**src/rtl/x_uart_pkg.sv**
```systemverilog
// Shared types and helpers for the x_uart blocks.
// Receiver FSM encoding and bit-timing arithmetic.
package x_uart_pkg;

  localparam int DATA_BITS = 8;

  typedef enum logic [2:0] {
    IDLE,
    START,
    DATA,
    PARITY,
    STOP,
    BREAK
  } rx_state_t;

  function automatic int clks_per_bit(
    input int clk_hz,
    input int baud
  );
    return clk_hz / baud;
  endfunction

endpackage

```
**src/rtl/x_uart_sync.sv**
```systemverilog
// Two-flop synchroniser for an asynchronous pad input.
// Both flops load RST_VAL while reset is held.
module x_uart_sync #(
  parameter logic RST_VAL = 1'b1
) (
  input  logic i_clk,
  input  logic i_rst,
  input  logic i_d,
  output logic o_q
);

  logic meta;

  always_ff @(posedge i_clk) begin
    if (!i_rst) begin
      meta <= RST_VAL;
      o_q  <= RST_VAL;
    end else begin
      meta <= i_d;
      o_q  <= meta;
    end
  end

endmodule

```
**src/rtl/x_uart_rx.sv**
```systemverilog
// 8N1 UART receiver with one-entry valid/ready holding register.
// Define X_UART_RX_PARITY_EN to add an even-parity bit after the data.
module x_uart_rx
  import x_uart_pkg::*;
#(
  parameter int p_clk_hz = 12000000,
  parameter int p_baud   = 115200
) (
  input  logic       i_clk,
  input  logic       i_rst,
  input  logic       i_rx,
  output logic [7:0] o_data,
  output logic       o_valid,
  input  logic       i_ready,
  output logic       o_frame_err,
  output logic       o_overrun
);

  localparam int P  = clks_per_bit(p_clk_hz, p_baud);
  localparam int H  = P / 2;
  localparam int CW = $clog2(P);

  localparam logic [CW-1:0] P_LAST = CW'(P - 1);
  localparam logic [CW-1:0] H_LAST = CW'(H - 1);
  localparam logic [2:0]    B_LAST = 3'(DATA_BITS - 1);

`ifdef X_UART_RX_PARITY_EN
  localparam rx_state_t AFTER_DATA = PARITY;
`else
  localparam rx_state_t AFTER_DATA = STOP;
`endif

  if (P < 4) begin : g_bad_rate
    $error("x_uart_rx: p_clk_hz/p_baud must be >= 4");
  end

  rx_state_t     state;
  rx_state_t     state_n;
  logic [CW-1:0] cnt;
  logic [CW-1:0] cnt_n;
  logic [2:0]    bit_idx;
  logic [2:0]    bit_n;
  logic [7:0]    shreg;
  logic [7:0]    shreg_n;
  logic          rx_s;
  logic          at_half;
  logic          at_full;
  logic          byte_done;
  logic          frame_bad;

  x_uart_sync #(
    .RST_VAL(1'b1)
  ) u_sync (
    .i_clk(i_clk),
    .i_rst(i_rst),
    .i_d  (i_rx),
    .o_q  (rx_s)
  );

  assign at_half = (cnt == H_LAST);
  assign at_full = (cnt == P_LAST);

  always_ff @(posedge i_clk) begin
    if (!i_rst) begin
      state   <= IDLE;
      cnt     <= '0;
      bit_idx <= '0;
      shreg   <= '0;
    end else begin
      state   <= state_n;
      cnt     <= cnt_n;
      bit_idx <= bit_n;
      shreg   <= shreg_n;
    end
  end

  always_comb begin
    state_n = state;
    cnt_n   = cnt + 1'b1;
    bit_n   = bit_idx;
    shreg_n = shreg;
    unique case (state)
      IDLE: begin
        cnt_n = '0;
        if (!rx_s) state_n = START;
      end
      START: begin
        if (at_half) begin
          cnt_n   = '0;
          bit_n   = '0;
          state_n = rx_s ? IDLE : DATA;
        end
      end
      DATA: begin
        if (at_full) begin
          cnt_n   = '0;
          shreg_n = {rx_s, shreg[7:1]};
          if (bit_idx == B_LAST) begin
            state_n = AFTER_DATA;
          end else begin
            bit_n = bit_idx + 1'b1;
          end
        end
      end
`ifdef X_UART_RX_PARITY_EN
      PARITY: begin
        if (at_full) begin
          cnt_n   = '0;
          state_n = STOP;
        end
      end
`endif
      STOP: begin
        if (at_full) begin
          cnt_n   = '0;
          state_n = rx_s ? IDLE : BREAK;
        end
      end
      BREAK: begin
        // Hold here through a long low line so only one error is reported.
        cnt_n = '0;
        if (rx_s) state_n = IDLE;
      end
      default: begin
        cnt_n   = '0;
        state_n = IDLE;
      end
    endcase
  end

`ifdef X_UART_RX_PARITY_EN
  logic par_err;
  logic par_bad;

  assign par_bad = rx_s ^ (^shreg);

  always_ff @(posedge i_clk) begin
    if (!i_rst) begin
      par_err <= 1'b0;
    end else if (state == START) begin
      par_err <= 1'b0;
    end else if (state == PARITY && at_full) begin
      par_err <= par_bad;
    end
  end
`endif

  always_comb begin
    byte_done = 1'b0;
    frame_bad = 1'b0;
    if (at_full && state == STOP) begin
`ifdef X_UART_RX_PARITY_EN
      byte_done = rx_s & ~par_err;
`else
      byte_done = rx_s;
`endif
      frame_bad = ~rx_s;
    end
`ifdef X_UART_RX_PARITY_EN
    if (at_full && state == PARITY) begin
      frame_bad = par_bad;
    end
`endif
  end

  // A finished byte may replace one being accepted in the same cycle.
  always_ff @(posedge i_clk) begin
    if (!i_rst) begin
      o_data      <= '0;
      o_valid     <= 1'b0;
      o_frame_err <= 1'b0;
      o_overrun   <= 1'b0;
    end else begin
      o_frame_err <= frame_bad;
      o_overrun   <= 1'b0;
      if (o_valid && i_ready) begin
        o_valid <= 1'b0;
      end
      if (byte_done) begin
        if (!o_valid || i_ready) begin
          o_data  <= shreg;
          o_valid <= 1'b1;
        end else begin
          o_overrun <= 1'b1;
        end
      end
    end
  end

endmodule

```
**config.mk**
```make
export PLATFORM = sky130hd
export DESIGN_NAME = x_uart_rx
export DESIGN_NICKNAME = d
export VERILOG_FILES = /design/src/rtl/x_uart_pkg.sv /design/src/rtl/x_uart_sync.sv /design/src/rtl/x_uart_rx.sv
export SDC_FILE = /design/constraint.sdc
export NUM_CORES = 1
export LEC_CHECK = 0
export BUFFER_PORTS_ARGS = -buffer_cell sky130_fd_sc_hd__buf_4
export CORE_MARGIN = 8
export CORE_UTILIZATION = 51
export DETAILED_ROUTE_END_ITERATION = 7
export PLACE_DENSITY = 0.8
export SLEW_MARGIN = 5
export SYNTH_ARGS = -nofsm -noshare
export SYNTH_HDL_FRONTEND = slang
export SYNTH_HIERARCHICAL = 1
export SYNTH_SLANG_ARGS = --single-unit
export TNS_END_PERCENT = 50
```
**constraint.sdc**
```tcl
create_clock -name i_clk -period 1.46 [get_ports i_clk]
set_input_delay 0.292 -clock i_clk [delete_from_list [all_inputs] [get_ports i_clk]]
set_output_delay 0.292 -clock i_clk [all_outputs]
set_load 0.02 [all_outputs]
```
==> flow_summary.yaml <==
status:
  status: "complete, but fails checks"
  violations: "negative setup slack"
die:
  io_pins: 15
  die_y_um: 69.1
  die_area_um2: 4780
  row_count: 19
  die_x_um: 69.1
  initial_utilization_pct: 53.1
  coreArea_um2: 2710
critical_path:
  crit_fanout: 8
  crit_path_start_kind: "register"
  critPathArrivalTime_ns: 1.70
  regToRegSetupSlack_ns: -0.01
  worstReg2RegEnd: "shreg[1]"
  critPathCaptureType: "register"
  reg2regPathDepth: 6
  required_ns: 1.69
  reg2reg_from: "cnt[0]"
  crit_type: "register to register"
logic_synthesis:
  yosys.area_share.xor_xnor_pct: 3.04
  ys_ff_latch: 34
  synth_cells: 158
  synth_adder_area_share_pct: 3.48
  yosysMostFrequentCell: "dfxtp_1"
  synth-compound-area-share_pct: 16.9
  ys_async_sr_fraction_pct: 0
  yosysSeqAreaShare_pct: 47.3
  synth-simple-area-share_pct: 25.5
  synth_top_area_share_pct: 47.3
  synth-main-ff-cell: "dfxtp_1"
  synthMuxAreaShare_pct: 0
  ys.warnings.count: 6
  synth_edf_count: 0
  synth_cell_type_count: 36
  synth_top_family_by_area: "simple AND/OR/NAND/NOR gates"
  syn_nets: 166
  synth_largest_area_cell: "dfxtp_1"
  netlist_area_um2: 1440
  netlist_top_cells_area: "dfxtp_1 47%, a21oi_1 5.9%, nand2_1 4.7%"
  synth_commonest_cells: "34 x dfxtp_1, 18 x nand2_1, 17 x a21oi_1"
  syn_area_per_cell_um2: 9.11
sta:
  rsz0062_at_grt: "yes"
  skew_ns: 0.0107
  max_freq_mhz: 680
  fin_crit_sh_pct: 101
  worst_pin_slew_ns: 0.323
  drv_slew: 0
  hold_viol: 0
  min_period_ns: 1.47
  finalSetupViolCount: 4
  fin_ws_ns: -0.0107
  relSlewSlack_pct: 78.4
final_layout:
  stdcell_area_um2: 1770
  syn2layout_area_growth_pct: 23.2
  final_layout_size_suffix_gt1_share_pct: 30.1
  insertedDiodeCount: 0
  final_nets: 193
  nFillCells: 217
  final_cells: 217
power_and_ir_drop:
  leakagePower_nw: 0.684
  power.density_nw_per_um2: 862
  peakVddDrop_mv: 0.921
  p_total_mw: 1.53
min_path:
  hold_depth: 2
  hp-class: "primary input to register"
  hold_path_end: "u_sync/meta"
  hp-start: "i_rx"
placed_design:
  placed_area_um2: 1650
  dpl.cell_count: 207
  dp.final_hpwl_um: 2160
  gp_congestion: 0.910
  place_ws_ns: -0.0792
  io_buffers: 14
route:
  drcViolationCount: 0
  routedWlPerCell_um: 14.0
  dr.pass1.iters: 4
  drt-vias-per-instance: 5.57
  drt-total-wl_um: 3040
  first_iter_violations: 82
  vias: 1209
  ant_nets: 0
grt:
  track_usage_pct: 12.5
  busiest_layer: "met2"
  grt_pass1_wl_um: 5080
  grtUsageMet1_pct: 13.6
  grt_util_met3_pct: 4.29
  antenna_found_initial: 0
  grt_max_degree: 19
  globalRouteMet2Util_pct: 21.1
  grt_pass1_vias: 1182
  overflow: 0
run:
  max-cap-violations: 0
clock_network:
  numCtsBuffers: 5
  clk_pin_slew_ns: 0.11
  cts_max_path_buffers: 2
  htreeDepth: 2
  cts.sinks: 34
  cts_tree: "built"
  clk-insertion-delay-late_ns: 0.33
  clockRootBuffer: "clkbuf_4"
layout make-up:
type	count	area [µm²]	area share [%]
well taps	31	38.8	2.19
clock buffers	6	51.3	2.89
flip-flops and latches	34	689	38.9
clock inverters	2	12.5	0.706
multi-input cells	112	752	42.4
repair buffers	28	214	12.1
inverters	4	15.0	0.847
cells by family (layout without fill, tap and decap cells):
family | after synthesis | after routing
buffers and inverters | 12 | 40
AO/OA/AOI/OAI | 36 | 36
XOR/XNOR | 5 | 5
AND/OR/NAND/NOR | 67 | 67
adder cells (fa/ha/maj) | 4 | 4
flip-flops | 34 | 34
routing by layer:
layer | wire, µm | vias up
met4 | 38 | 0
met1 | 1350 | 567
li1 | - | 613
met3 | 140 | 4
met5 | 0 | -
met2 | 1510 | 25
power by group:
group | internal (mW) | switching, mW | leakage [nW]
Combinational | 0.0195 | 0.0275 | 0.373
Clock | 0.231 | 0.315 | 0.0343
Sequential | 0.929 | 0.00626 | 0.276
what timing repair did:
action	4_1_cts	5_1_grt
pin swaps	3	4
setup endpoints to repair	10	21
hold buffers	0	0
setup buffers	2	0
gates resized for setup	4	9
gates cloned	0	0
registers in the layout, indices dropped and copies added, names as in the netlist, 3 cells and up:
signal,cells
shreg,8
state,3
o_data,8
bit_idx,3
cnt,7
how the worst max path moves through the flow:
stage,from,to,cells past startpoint
3_3_place_gp,cnt[4],cnt[3],4
5_1_grt,cnt[4],cnt[3],4
6_report,cnt[0],shreg[1],6
3_5_place_dp,cnt[4],cnt[4],4
2_1_floorplan,cnt[1],bit_idx[2],6
4_1_cts,cnt[4],cnt[3],4
cell usage in the layout (no fill, tap or decap), types with 3 or more instances in the layout:
cell type,synthesis,layout
a21oi_1,17,16
buf_4,1,27
clkbuf_4,0,5
dfxtp_1,34,31
ha_1,4,3
inv_1,4,4
nand2_1,18,17
nand2b_1,5,4
nand3_1,13,12
nand4_1,3,3
nor2_1,11,11
o21ai_0,11,10
xor2_1,4,4
critical path: stages, from the launching register on:
cell and delay (ns):
dfxtp_4 0.37, ha_4 0.14, and3b_4 0.25, nand4_1 0.24
buf_6 0.23, nand2_1 0.07, a21oi_1 0.07
metrics by stage:
stage	hold slack (ns)	utilization, %	TNS [ns]
after floorplan	0.365	-	-0.00433
after global placement	0.390	60.9	0
after detailed placement	0.393	60.9	-0.501
after CTS	0.132	64.1	-0.0503
after global routing	0.137	65.4	-0.786
final	0.159	65.4	-0.0185
Power figures use the tool's default switching activity.
